**config.mk**
```make
export PLATFORM = sky130hd
export DESIGN_NAME = ball_motion
export DESIGN_NICKNAME = d
export VERILOG_FILES = /design/src/rtl/breakout_pkg.sv /design/src/rtl/ball_motion_collision_latch.sv /design/src/rtl/ball_motion.sv
export SDC_FILE = /design/constraint.sdc
export NUM_CORES = 1
export LEC_CHECK = 0
export ABC_AREA = 1
export ABC_CLOCK_PERIOD_IN_PS = 3410
export BUFFER_PORTS_ARGS = -buffer_cell sky130_fd_sc_hd__buf_2
export CELL_PAD_IN_SITES_DETAIL_PLACEMENT = 1
export CELL_PAD_IN_SITES_GLOBAL_PLACEMENT = 2
export CORE_UTILIZATION = 31
export CTS_CLUSTER_DIAMETER = 40
export CTS_CLUSTER_SIZE = 10
export DETAILED_ROUTE_END_ITERATION = 6
export PLACE_DENSITY_LB_ADDON = 0.1
export RECOVER_POWER = 25
export SLEW_MARGIN = 20
export SYNTH_ARGS = -nofsm -noshare
export SYNTH_HDL_FRONTEND = slang
export SYNTH_SLANG_ARGS = --single-unit
export TNS_END_PERCENT = 30
```
**constraint.sdc**
```tcl
create_clock -name clk -period 3.41 [get_ports clk]
set_input_delay 0.1705 -clock clk [delete_from_list [all_inputs] [get_ports clk]]
set_output_delay 0.1705 -clock clk [all_outputs]
set_load 0.01 [all_outputs]
```
**src/rtl/breakout_pkg.sv**
```systemverilog
// ---------------------------------------------------------------------------
// breakout_pkg
// Shared constants and types for the breakout ball pipeline: screen geometry,
// coordinate widths, ball-motion state encoding and the collision face bundle.
// No ports (package).
// ---------------------------------------------------------------------------
package breakout_pkg;

  localparam int SCREEN_W  = 640;
  localparam int SCREEN_H  = 480;
  localparam int BALL_SIZE = 5;
  localparam int X_W       = 10;
  localparam int Y_W       = 9;
  localparam int STEP_W    = 2;   // per-frame step, 1..3

  // Ball-motion state encoding.
  localparam logic [1:0] ST_IDLE   = 2'd0;
  localparam logic [1:0] ST_PLAY   = 2'd1;
  localparam logic [1:0] ST_UPDATE = 2'd2;

  typedef enum logic [1:0] {
    IDLE   = ST_IDLE,
    PLAY   = ST_PLAY,
    UPDATE = ST_UPDATE
  } state_t;

  // One bit per ball face; each bit independently flags a hit on that face.
  typedef struct packed {
    logic top;
    logic bottom;
    logic left;
    logic right;
  } hits_t;

endpackage

```
**src/rtl/ball_motion_collision_latch.sv**
```systemverilog
// ---------------------------------------------------------------------------
// collision_latch
// Four sticky hit flags. While acc_en is high, each face flag ORs in its
// painter edge flag qualified by the playfield solid pixel. clear (or rst)
// empties all flags on the next edge and has priority over accumulation.
// Ports:
//   clk, rst      pixel clock, synchronous active-high reset
//   acc_en        accumulate edge&solid into the flags this cycle
//   clear         drop all flags
//   edges         painter edge flags for the current pixel
//   solid         current pixel is an obstacle
//   hits          registered per-face hit flags
// ---------------------------------------------------------------------------
module collision_latch
  import breakout_pkg::*;
(
  input  logic  clk,
  input  logic  rst,
  input  logic  acc_en,
  input  logic  clear,
  input  hits_t edges,
  input  logic  solid,
  output hits_t hits
);

  // NOTE: state is updated with non-blocking assignments so every register
  // samples the pre-edge value of every other register.
  always_ff @(posedge clk) begin
    if (rst || clear) begin
      hits <= '0;
    end else if (acc_en) begin
      hits <= hits | (edges & {4{solid}});
    end
  end

endmodule

```
**src/rtl/ball_motion.sv**
```systemverilog
// ---------------------------------------------------------------------------
// ball_motion
// Ball physics stage upstream of the sprite painter. Owns ball position and
// direction, gathers collision hits during active video, and once per frame
// reflects and steps the ball. Handles serve-from-rest and ball-lost.
//
// Ports:
//   clk, rst                pixel clock, synchronous active-high reset
//   frame_pulse             one-cycle strobe on the first vblank cycle
//   in_ball_top/bottom/left/right   painter collision edge flags
//   solid                   current pixel is wall/brick/paddle
//   launch                  serve request, only honoured at rest
//   x, y                    ball top-left column / row
//   dir_x, dir_y            1 = moving right / down
//   moving                  ball in play (PLAY or UPDATE)
//   lost                    one-cycle pulse when the ball falls past LOST_Y
//
// Build option: define BALL_SPEEDUP_EN to add a bounce counter that raises
// the per-frame step every 8 reflections (saturating at 3, back to STEP on
// loss/reset). Without it the step is fixed at STEP.
// ---------------------------------------------------------------------------
module ball_motion
  import breakout_pkg::*;
#(
  parameter logic [X_W-1:0] START_X = 10'd318,
  parameter logic [Y_W-1:0] START_Y = 9'd300,
  parameter logic [X_W-1:0] X_MIN   = 10'd8,
  parameter logic [X_W-1:0] X_MAX   = 10'd627,
  parameter logic [Y_W-1:0] Y_MIN   = 9'd8,
  parameter logic [Y_W-1:0] LOST_Y  = 9'd475,
  parameter int             STEP    = 1
) (
  input  logic           clk,
  input  logic           rst,
  input  logic           frame_pulse,
  input  logic           in_ball_top,
  input  logic           in_ball_bottom,
  input  logic           in_ball_left,
  input  logic           in_ball_right,
  input  logic           solid,
  input  logic           launch,
  output logic [X_W-1:0] x,
  output logic [Y_W-1:0] y,
  output logic           dir_x,
  output logic           dir_y,
  output logic           moving,
  output logic           lost
);

  state_t              state;
  hits_t               hits;
  hits_t               edges;
  logic [STEP_W-1:0]   step;

  logic                nd_x, nd_y;
  logic                refl_x, refl_y;
  logic [X_W-1:0]      nx;
  logic [Y_W-1:0]      ny;
  logic                lost_next;

  assign edges = '{top: in_ball_top, bottom: in_ball_bottom,
                   left: in_ball_left, right: in_ball_right};

  // Flags only grow during PLAY; UPDATE consumes and empties them, and at
  // rest they stay empty.
  collision_latch u_latch (
    .clk    (clk),
    .rst    (rst),
    .acc_en (state == PLAY),
    .clear  (state != PLAY),
    .edges  (edges),
    .solid  (solid),
    .hits   (hits)
  );

  // Next direction/position, consumed only in UPDATE.
  // NOTE: every output of this block gets a default first so no latch is
  // inferred on paths that skip an assignment.
  always_comb begin
    nd_x   = dir_x;
    nd_y   = dir_y;
    refl_x = 1'b0;
    refl_y = 1'b0;

    // A hit only reflects when the ball travels into that face.
    if (hits.left && !dir_x) begin
      nd_x   = 1'b1;
      refl_x = 1'b1;
    end else if (hits.right && dir_x) begin
      nd_x   = 1'b0;
      refl_x = 1'b1;
    end
    if (hits.top && !dir_y) begin
      nd_y   = 1'b1;
      refl_y = 1'b1;
    end else if (hits.bottom && dir_y) begin
      nd_y   = 1'b0;
      refl_y = 1'b1;
    end

    // Hard bounds override hits so the ball can never leave the playfield.
    if (x <= X_MIN)      nd_x = 1'b1;
    else if (x >= X_MAX) nd_x = 1'b0;
    if (y <= Y_MIN)      nd_y = 1'b1;

    nx = nd_x ? x + X_W'(step) : x - X_W'(step);
    ny = nd_y ? y + Y_W'(step) : y - Y_W'(step);
    lost_next = (ny >= LOST_Y);
  end

  // Main FSM with registered outputs. Reset is synchronous: nothing here
  // changes until the next clk edge after rst rises.
  always_ff @(posedge clk) begin
    if (rst) begin
      state  <= IDLE;
      x      <= START_X;
      y      <= START_Y;
      dir_x  <= 1'b1;
      dir_y  <= 1'b0;
      moving <= 1'b0;
      lost   <= 1'b0;
    end else begin
      case (state)
        IDLE: begin
          lost <= 1'b0;
          x    <= START_X;
          y    <= START_Y;
          if (launch) begin
            state  <= PLAY;
            moving <= 1'b1;
          end
        end
        PLAY: begin
          lost <= 1'b0;
          if (frame_pulse) state <= UPDATE;
        end
        UPDATE: begin
          if (lost_next) begin
            state  <= IDLE;
            lost   <= 1'b1;
            moving <= 1'b0;
            x      <= START_X;
            y      <= START_Y;
            dir_x  <= 1'b1;
            dir_y  <= 1'b0;
          end else begin
            state <= PLAY;
            x     <= nx;
            y     <= ny;
            dir_x <= nd_x;
            dir_y <= nd_y;
          end
        end
        default: begin
          state  <= IDLE;
          moving <= 1'b0;
          lost   <= 1'b0;
        end
      endcase
    end
  end

`ifdef BALL_SPEEDUP_EN
  logic [2:0] bounce_cnt;
  logic [3:0] bounce_sum;

  // Carry out of the 3-bit counter marks another 8 reflections.
  assign bounce_sum = {1'b0, bounce_cnt} + {3'b000, refl_x} + {3'b000, refl_y};

  always_ff @(posedge clk) begin
    if (rst) begin
      bounce_cnt <= '0;
      step       <= STEP_W'(STEP);
    end else if (state == UPDATE) begin
      if (lost_next) begin
        bounce_cnt <= '0;
        step       <= STEP_W'(STEP);
      end else begin
        bounce_cnt <= bounce_sum[2:0];
        if (bounce_sum[3] && step != 2'd3) step <= step + 2'd1;
      end
    end
  end
`else
  assign step = STEP_W'(STEP);
`endif

endmodule

```
Word-level counts from Yosys, hierarchy flattened
Index checks and enable logic that the tools add are counted.
{"block": "word_totals", "ff_bits": 29, "inputBits": 9, "out_inout_bits": 23, "wordCells": 63}
{"block": "op_classes", "n_addsub": 4, "n_lt_le_gt_ge": 4, "n_eq_ne": 6, "n_mux": 22, "n_bitwise": 4, "reduce_logical": 12}
{"operator": "2-to-1 mux 10 bit", "n": 2}
{"operator": "one-hot mux 10 bit (2 select lines)", "n": 1}
{"operator": "2-to-1 mux 9 bit", "n": 2}
{"operator": "one-hot mux 9 bit (2 select lines)", "n": 1}
{"operator": "2-to-1 mux 1 bit", "n": 12}
{"operator": "adder 10 x 1 -> 10 bit (second input constant)", "n": 1}
{"operator": "greater-or-equal comparator 10 bit (second input constant)", "n": 1}
{"operator": "<= comparator 10 x 4 -> 1 bit (second input constant)", "n": 1}
{"operator": "subtractor 10 x 1 -> 10 bit (second input constant)", "n": 1}
{"operator": "adder 9 x 1 -> 9 bit (second input constant)", "n": 1}
{"operator": "greater-or-equal comparator 9 bit (second input constant)", "n": 1}
{"operator": "<= comparator 9 x 4 -> 1 bit (second input constant)", "n": 1}
{"operator": "subtractor 9 x 1 -> 9 bit (second input constant)", "n": 1}
{"operator": "inequality test 2 bit (second input constant)", "n": 3}
{"operator": "one-hot mux 2 bit (3 select lines)", "n": 1}
{"operator": "bitwise AND 4 bit", "n": 1}
{"operator": "logical AND 1 bit", "n": 4}
{"operator": "2-to-1 mux 2 bit", "n": 2}
{"operator": "OR 4 bit", "n": 1}
{"operator": "one-hot mux 1 bit (3 select lines)", "n": 1}
{"operator": "AND reduction 3 bit", "n": 1}
{"operator": "== test 2 x 1 -> 1 bit (second input constant)", "n": 1}
{"operator": "== test 2 bit (second input constant)", "n": 1}
{"operator": "logical NOT 1 bit", "n": 2}
{"operator": "7 further kinds", "n": 8}

Longest topological paths before layout
Gate-level depths: netlist (run 1).
{"block": "depth", "depth_word": 8, "ltp_mapped": 20}

Hierarchy
Synthesis (run 1) repeated with hierarchy kept, for this count alone.
{"block": "hier_totals", "cells_unflattened": 308, "hier_area_um2": 2038.2}
{"mod": "ball_motion", "instances": 1, "cells_each": 291, "area_each_um2": 1879.3, "seq_area_each_um2": 500.5}
{"mod": "collision_latch", "instances": 1, "cells_each": 17, "area_each_um2": 158.9, "seq_area_each_um2": 80.1}

Worst setup path before layout (run 1)
No wires, ideal clock.
{"block": "synth_path", "kind": "reg-to-reg", "startpoint": "register y[0]", "endpoint": "register moving", "setup_time_ns": 0.131, "t_arrival_ns": 2.417, "required_ns": 3.279, "setup_slack_ns": 0.863, "stages_incl_launch_ff": 21, "n_path_buf": 1, "cell_sequence": "dfxtp_1 > inv_1 > nand2_1 > nand2_1 > nand2_2 > nand2_2 > inv_1 > ha_1 > a21oi_1 > nand2_1 > nand2_1 > nand2_1 > nand2_1 > nand2_1 > a21oi_2 > nand3_2 > nand2_4 > buf_6 > nand2_2 > nand2_2 > a21oi_2"}
{"block": "synth_between", "elab_chain_cells": 6, "word_cells_on_any_way": 8, "classes_between": "add/sub (2); order compare (2); eq/ne (1); mux (2); reduce/logical (1)"}
{"element": "from (decl)", "line": "ball_motion.sv:43", "source": "output logic [Y_W-1:0] y,"}
{"element": "from (signal assigned)", "line": "ball_motion.sv:149", "source": "y <= ny;"}
{"element": "<= comparator 9 x 4 -> 1 bit", "line": "ball_motion.sv:104", "source": "if (y <= Y_MIN) nd_y = 1'b1;"}
{"element": "2-to-1 mux 1 bit", "line": "ball_motion.sv:104"}
{"element": "2-to-1 mux 9 bit (*)", "line": "ball_motion.sv:107", "source": "ny = nd_y ? y + Y_W'(step) : y - Y_W'(step);"}
{"element": "greater-or-equal comparator 9 bit (*)", "line": "ball_motion.sv:108", "source": "lost_next = (ny >= LOST_Y);"}
{"element": "inequality test 2 bit (no line) (*)"}
{"element": "AND reduction 3 bit (no line) (*)"}
{"element": "to (signal assigned)", "line": "ball_motion.sv:120", "source": "moving <= 1'b0;"}
{"element": "to (signal assigned)", "line": "ball_motion.sv:130", "source": "moving <= 1'b1;"}
{"element": "to (signal assigned)", "line": "ball_motion.sv:141", "source": "moving <= 1'b0;"}
{"element": "to (decl)", "line": "ball_motion.sv:46", "source": "output logic moving,"}
Every way passes the cells marked *; elsewhere a longest branch is shown, timed or not.
A chain may end at the register's enable or synchronous reset.

Worst setup path after layout (run 1)
{"block": "layout_path", "startpoint": "register y[0]", "endpoint": "register x[7]"}
{"block": "layout_between", "elab_chain_cells": 6, "word_cells_on_any_way": 8, "classes_between": "add/sub (2); order compare (2); mux (4)"}
{"element": "<= comparator 9 x 4 -> 1 bit", "line": "ball_motion.sv:104"}
{"element": "2-to-1 mux 1 bit", "line": "ball_motion.sv:104"}
{"element": "2-to-1 mux 9 bit (*)", "line": "ball_motion.sv:107"}
{"element": "greater-or-equal comparator 9 bit (*)", "line": "ball_motion.sv:108"}
{"element": "2-to-1 mux 10 bit (*)", "line": "ball_motion.sv:138", "source": "if (lost_next) begin"}
{"element": "one-hot mux 10 bit (2 select lines) (*)", "line": "ball_motion.sv:123", "source": "case (state)"}
{"element": "to (signal assigned)", "line": "ball_motion.sv:148", "source": "x <= nx;"}
{"element": "to (decl)", "line": "ball_motion.sv:42", "source": "output logic [X_W-1:0] x,"}
Marks and branches as above.

==> results of run 1 <==
-- worst max-delay path by stage --
stage,from,depth (start not counted),slack (ps),to
floorplan,y[0]$_SDFFE_PP0P_,20,860,moving$_SDFFE_PP0P_
global placement,y[0]$_SDFFE_PP0P_,19,330,dir_y$_SDFFE_PP0P_
detailed placement,y[0]$_SDFFE_PP0P_,19,270,x[7]$_SDFFE_PP0P_
CTS,y[0]$_SDFFE_PP0P_,20,260,y[5]$_SDFFE_PP1P_
global route,y[0]$_SDFFE_PP0P_,20,20,y[5]$_SDFFE_PP1P_
finish,y[0]$_SDFFE_PP0P_,19,340,x[7]$_SDFFE_PP0P_
-- layout make-up --
type | instances | share of cell area, %
Inverter | 31 | 5.01
Timing Repair Buffer | 32 | 6.31
Clock buffer | 7 | 3.72
Sequential cell | 29 | 25.0
Clock inverter | 1 | 1.29
Multi-Input combinational cell | 233 | 54.6
Tap cell | 75 | 4.04
-- worst max-delay path: cells and delay by family (launching register included) --
family | cells | cell delay [ps]
compound gates | 3 | 360
fa+ha+maj | 1 | 350
buf+inv | 3 | 510
flops | 1 | 460
simple gates | 12 | 1260
-- report_power, final --
group	switching [mW]	total (mW)	internal (mW)
sequential	0.0152	0.367	0.352
clock	0.136	0.374	0.238
combinational	0.123	0.190	0.0666
total	0.274	0.930	0.656
-- cell families (layout without fill, tap and decap cells) --
family,Yosys count,count (layout),share of synthesized area (%)
and+or+nand+nor,147,147,32.0
AOI/OAI and AO/OA,62,62,16.9
buffers and inverters,37,71,7.34
DFF,29,29,29.1
adders and majority gates,18,18,12.0
xor gates and xnor gates,6,6,2.64
-- cell usage after synthesis, drive strengths merged, types with 2 or more instances --
cell type  count  area, µm²
nor2          25       96.4
fa             2       40.0
xor2           3       26.3
ha            16        200
nand3         20        110
inv           31        116
nand2         90        358
a21oi         38        198
xnor2          3       26.3
a31oi          2       12.5
o21ai         15       75.1
nand4          6       37.5
clkbuf         5       18.8
dfxtp         29        581
nor3           2       10.0
or2            2       12.5
-- layer usage --
layer / track usage (%) / routed length [µm] / share of wire (%)
met4: 7.54 / 141 / 2.4
met1: 25.7 / 2980 / 50
met5: 0 / 0 / 0
met2: 30.7 / 2730 / 46
met3: 2.64 / 83 / 1.4
-- stage by stage --
stage          std cells  hold WS (ps)  utilization [%]  power, mW
3_3_place_gp         400           407             36.6      0.566
3_5_place_dp         400           411             36.6      0.567
5_1_grt              408           128             38.3      0.987
2_1_floorplan        299           304                -      0.509
4_1_cts              408           118             38.6      0.949
6_report             408           127             38.3      0.930
-- sequential cells by signal, summed over array words and instances (netlist names) --
signal / flops
dir_y: 1
u_latch.hits: 4
x: 10
moving: 1
dir_x: 1
state: 2
y: 9
lost: 1
==> results_dict.tcl, run 1 <==
set metrics [dict create \
    cts_buffer_depth 2 \
    setup_ws_ps 342 \
    skew_ps 6.88 \
    die-area_um2 6760 \
    cts_tree "yes" \
    critPathCaptureType "register" \
    cts_resized 0 \
    overflow 0 \
    crit_top_cell "nand2_1" \
    drv_cap 0 \
    final-max-slew-violation-count 0 \
    synthArstFlopShare_pct 0 \
    setup_tns_ps 0 \
    finalSetupViolations 0 \
    dr.pass1.iters 4 \
    rsz0062_at_grt "false" \
    die_w_um 82.2 \
    io_pins 32 \
    wire_per_inst_um 14.5 \
    synth_edf_count 0 \
    holdPathEnd "state[1]$_SDFFE_PP0P_" \
    timing.final.crit_share_pct 90.0 \
    r2r_cells 19 \
    hold_path.class "primary input to register" \
    ir_drop_uv 123 \
    rows 28 \
    synth-seq-cells 29 \
    hpwlAfterDp_mm 4.69 \
    drcViolationCount 0 \
    required_ps 3560 \
    reg2reg_from "y[0]$_SDFFE_PP0P_" \
    crit_path_top_delay_cell "dfxtp_1" \
    fillers 818 \
    ys_seq_area_share_pct 29.1 \
    grt_pass1_vias 1951 \
    cp-start-kind "register" \
    hold_depth 3 \
    worst_ep_arrival_time_ps 3220 \
    syn_avg_cell_area_um2 6.67 \
    cts_buffers 5 \
    dieHeight_um 82.2 \
    coreArea_um2 6060 \
    cpPeakStageDelay_ps 460 \
    place_ws_ps 274 \
    cts.htree.levels 2 \
    relSlewSlack_pct 62.8 \
    path_class "register to register" \
    crit_chain "inv_1, nand2_1, nand2_1, nand2_2, nand2_2, inv_1, ha_1, a21oi_1, nand2_1, nand2_1, nand2_1, nand2_1, nand2_1, a21oi_2, nand3_2, nand2_4, inv_2, nand2_1, a21oi_1" \
    initial_core_util_pct 32.9 \
    rr_endpoint "x[7]$_SDFFE_PP0P_" \
    clockRootBuffer "clkbuf_8" \
    power_density_nw_per_um2 401 \
    grt_pass1_wl_mm 9.54 \
    post_cts_buffers 0 \
    max_slew.worst_pin.slew_ps 557 \
    grt_max_degree 22 \
    rrSetupSlack_ps 340 \
    fin_area_um2 2320 \
    synth_area_um2 1990 \
    yosys_warnings 0 \
    grt_antenna_before_repair 0 \
    vias 2063 \
    clk_latency_ps 280 \
    ys_types 34 \
    syn_nets 326 \
    synthCells 299 \
    cts_hold_buf 0 \
    status "finished, final reports clean" \
    fin_crit_ps 3070 \
    post_dp_cell_area_um2 2220 \
    grt_usage_pct 19.1 \
    seq_area_um2 581 \
    antennaDiodeCount 0 \
    port_buffers 31 \
    drive_above_1_share_pct 11.7 \
    finalHoldViolations 0 \
    cts.sinks 29 \
    synth-main-ff-cell "dfxtp_1" \
    gp_congestion 0.789 \
    multiInputGateArea_um2 1270 \
    areaGrowthSynthToFinish_pct 16.4 \
    final_cell_mix "nand2_1 (84), a21oi_1 (36), inv_1 (30)" \
    critical_path.max_fanout 12 \
    final_net_count 359 \
    final_antenna_net_count 0 \
    vias_per_cell 5.06 \
    hp-start "frame_pulse" \
    drt_wl_total_mm 5.93 \
    drt_iter0_markers 56 \
    p_leak_nw 1.06 \
    fmax_ghz 0.326 \
    clkTransAtPathRegs_ps 70 \
    layout_commonest_cell "nand2_1" \
]
Note: power is estimated with default switching activity, not from simulation.
==> inputs of run 2 (changes only) <==
--- a/config.mk
+++ b/config.mk
@@ -5,12 +5,11 @@
 export SDC_FILE = /design/constraint.sdc
 export NUM_CORES = 1
 export LEC_CHECK = 0
-export ABC_AREA = 1
 export ABC_CLOCK_PERIOD_IN_PS = 3410
 export BUFFER_PORTS_ARGS = -buffer_cell sky130_fd_sc_hd__buf_2
 export CELL_PAD_IN_SITES_DETAIL_PLACEMENT = 1
 export CELL_PAD_IN_SITES_GLOBAL_PLACEMENT = 2
-export CORE_UTILIZATION = 31
+export CORE_UTILIZATION = 34
 export CTS_CLUSTER_DIAMETER = 40
 export CTS_CLUSTER_SIZE = 10
 export DETAILED_ROUTE_END_ITERATION = 6
==> run 2 against run 1 <==
Compared with the run above: first-iteration DRC count is 70% higher; critical path depth fell by 7; sequential power decreased by 4%; cell count decreased by 15%; sequential share of layout area fell by 1.0 points; non-clock buffer count rose by 17; clock power shrank 23%; critical endpoint is now x[4]$_SDFFE_PP1P_; power decreased by 14%; synthesized area fell by 1.1%; utilization rose by 5.4 points.
==> results_dict.tcl, run 2 <==
set metrics [dict create \
    status "finished, final reports clean" \
    wire_per_inst_um 16.3 \
    coreArea_um2 5540 \
    setup_ws_ps 102 \
    utilization_pct 43.7 \
    largest-register "x" \
    p_int_mw 0.568 \
    largest_register_ffs 10 \
    place_ws_ps 56.3 \
    pwr-share-clk_pct 36.3 \
    switching_share_pct 28.7 \
    drive_above_1_share_pct 21.0 \
    synth_top_area_share_pct 29.4 \
    synthCells 229 \
    worst_ep_arrival_time_ps 3470 \
    die_w_um 78.2 \
    cts.sinks 29 \
    fin_crit_ps 3310 \
    syn_nets 256 \
    path_class "register to register" \
    areaGrowthSynthToFinish_pct 22.6 \
    synth_area_um2 1970 \
    vias_per_cell 5.43 \
    rows 27 \
    critPathCaptureType "register" \
    yosys-top-cells-count "dfxtp_1 (29), nor2_1 (25), nand2_1 (17)" \
    critPathLaunch "y[8]$_SDFFE_PP1P_" \
    r2r_cells 12 \
    grt_pass1_vias 1919 \
    vias 1891 \
    synth_top_area_cell "dfxtp_1" \
    required_ps 3570 \
    ys_types 52 \
    port_buffers 31 \
    rr_endpoint "x[4]$_SDFFE_PP1P_" \
    clockRootBuffer "clkbuf_8" \
    hp-start "in_ball_right" \
    post_dp_cell_area_um2 2300 \
    synth-seq-cells 29 \
    yosysMostFrequentCell "dfxtp_1" \
    comb_power_share_pct 19.5 \
    synth_edf_count 0 \
    grt_usage_pct 20.4 \
    cts_tree "yes" \
    final_net_count 303 \
    largest_registers "x (10), y (9), u_latch.hits (4)" \
    timing.final.crit_share_pct 97.0 \
    finalSetupViolations 0 \
    syn_avg_cell_area_um2 8.62 \
    antennaDiodeCount 0 \
    drt_iter0_markers 95 \
    grt_pass1_wl_mm 9.68 \
    hpwlAfterDp_mm 4.21 \
    grt_antenna_before_repair 0 \
    clkTransAtPathRegs_ps 60 \
    cts_hold_buf 0 \
    crit_chain "or4_4, nor3_4, nor2_4, ha_1, a211oi_2, nor3b_1, or4_1, o311a_2, o211ai_4, o21ai_4, buf_12, o32a_1" \
    io_pins 32 \
    rrSetupSlack_ps 100 \
    finalHoldViolations 0 \
    ys_seq_area_share_pct 29.4 \
    clk_latency_ps 280 \
    gp_congestion 0.810 \
    die-area_um2 6110 \
    cts.htree.levels 2 \
    skew_ps 4.00 \
    critical_path.max_fanout 15 \
    drt_wl_total_mm 5.68 \
    p_leak_nw 0.962 \
    relSlewSlack_pct 67.3 \
    cp-start-kind "register" \
    synth-main-ff-cell "dfxtp_1" \
    layout_commonest_cell "dfxtp_1" \
    power_density_nw_per_um2 329 \
    dr.pass1.iters 4 \
    p_sw_mw 0.228 \
    ir_drop_uv 217 \
    final_cell_mix "dfxtp_1 (29), nor2_1 (24), buf_2 (21)" \
    yosys-top-cells-area "dfxtp_1 (29%), ha_1 (10%), nor2_1 (4.8%)" \
    cts_buffers 5 \
    whs_ps 122 \
    fin_area_um2 2420 \
    cpPeakStageDelay_ps 550 \
    hold_depth 3 \
    max_slew.worst_pin.slew_ps 490 \
    yosys_warnings 0 \
    final-max-slew-violation-count 0 \
    grt_max_degree 26 \
    power_frac_seq_pct 44.2 \
    holdPathEnd "u_latch.hits[0]$_SDFFE_PP0N_" \
    cts_buffer_depth 2 \
    reg2reg_from "y[8]$_SDFFE_PP1P_" \
    final_antenna_net_count 0 \
    hold_path.class "primary input to register" \
    crit_path_top_delay_cell "or4_4" \
    overflow 0 \
    initial_core_util_pct 35.6 \
    synthArstFlopShare_pct 0 \
    drcViolationCount 0 \
    dieHeight_um 78.2 \
    fmax_ghz 0.302 \
    drv_cap 0 \
]
[run 2: cell types whose count changed after synthesis, sizes merged, moves of 9 or more]
cell,previous run,this run
nand2,90,17
nand3,20,7
o32a,0,9
a21oi,38,14
inv,31,9
nand2b,0,12
[run 2: worst max path at each step]
stage / end / slack (ps) / cells past startpoint
after floorplan: y[5]$_SDFFE_PP1P_ / 60 / 12
after global placement: x[2]$_SDFFE_PP1P_ / 150 / 11
after detailed placement: x[4]$_SDFFE_PP1P_ / 60 / 11
after CTS: x[4]$_SDFFE_PP1P_ / 40 / 11
after global routing: x[4]$_SDFFE_PP1P_ / -30 / 12
final: x[4]$_SDFFE_PP1P_ / 100 / 12
[run 2: kinds of logic (layout without fill, tap and decap cells)]
family / after synthesis / after routing / synth area share, %
compound gates: 68 / 68 / 26.6
flops: 29 / 29 / 29.4
simple gates: 83 / 83 / 20.9
fa+ha+maj: 18 / 18 / 12.2
buf+inv: 18 / 65 / 3.87
xor+xnor: 13 / 13 / 7.10
[run 2: final cells by class]
cell class              count  area, µm²
inverters                   9       33.8
flip-flops and latches     29        581
multi-input cells         182       1340
fillers                   697       3120
well taps                  72       90.1
clock buffers               7       86.3
repair buffers             49        287
[run 2: worst max-delay path, delay by kind of cell, from the launching register on]
family | cells | cell delay, ps
adders and majority gates | 1 | 310
and+or+nand+nor | 5 | 1340
AOI/OAI and AO/OA | 5 | 1060
DFF | 1 | 310
buffers and inverters | 1 | 170
[run 2: power by group through the flow]
stage	Sequential (mW)	Combinational (mW)	Clock, mW
floorplan	0.359	0.105	0
global placement	0.359	0.152	0
detailed placement	0.359	0.152	0
CTS	0.352	0.153	0.299
global route	0.353	0.174	0.310
finish	0.352	0.155	0.289
[run 2: routing by layer]
metal | vias to the layer above | track usage (%) | routed length [µm]
li1 | 944 | - | -
met1 | 908 | 29.0 | 2910
met2 | 32 | 31.4 | 2560
met3 | 7 | 3.49 | 149
met4 | 0 | 5.56 | 55
met5 | - | 0 | 0
[run 2: timing repair]
item / CTS / global route
buffers inserted: 0 / 1
setup endpoints to repair: 0 / 22
resized for setup: 0 / 6
[run 2: metrics by stage]
| step | TNS [ps] | power [mW] | std cells |
|---|---|---|---|
| after floorplan | 0 | 0.465 | 229 |
| after global placement | 0 | 0.511 | 340 |
| final | 0 | 0.796 | 348 |
| after detailed placement | 0 | 0.511 | 340 |
| after CTS | 0 | 0.804 | 347 |
| after global routing | -66.1 | 0.836 | 348 |
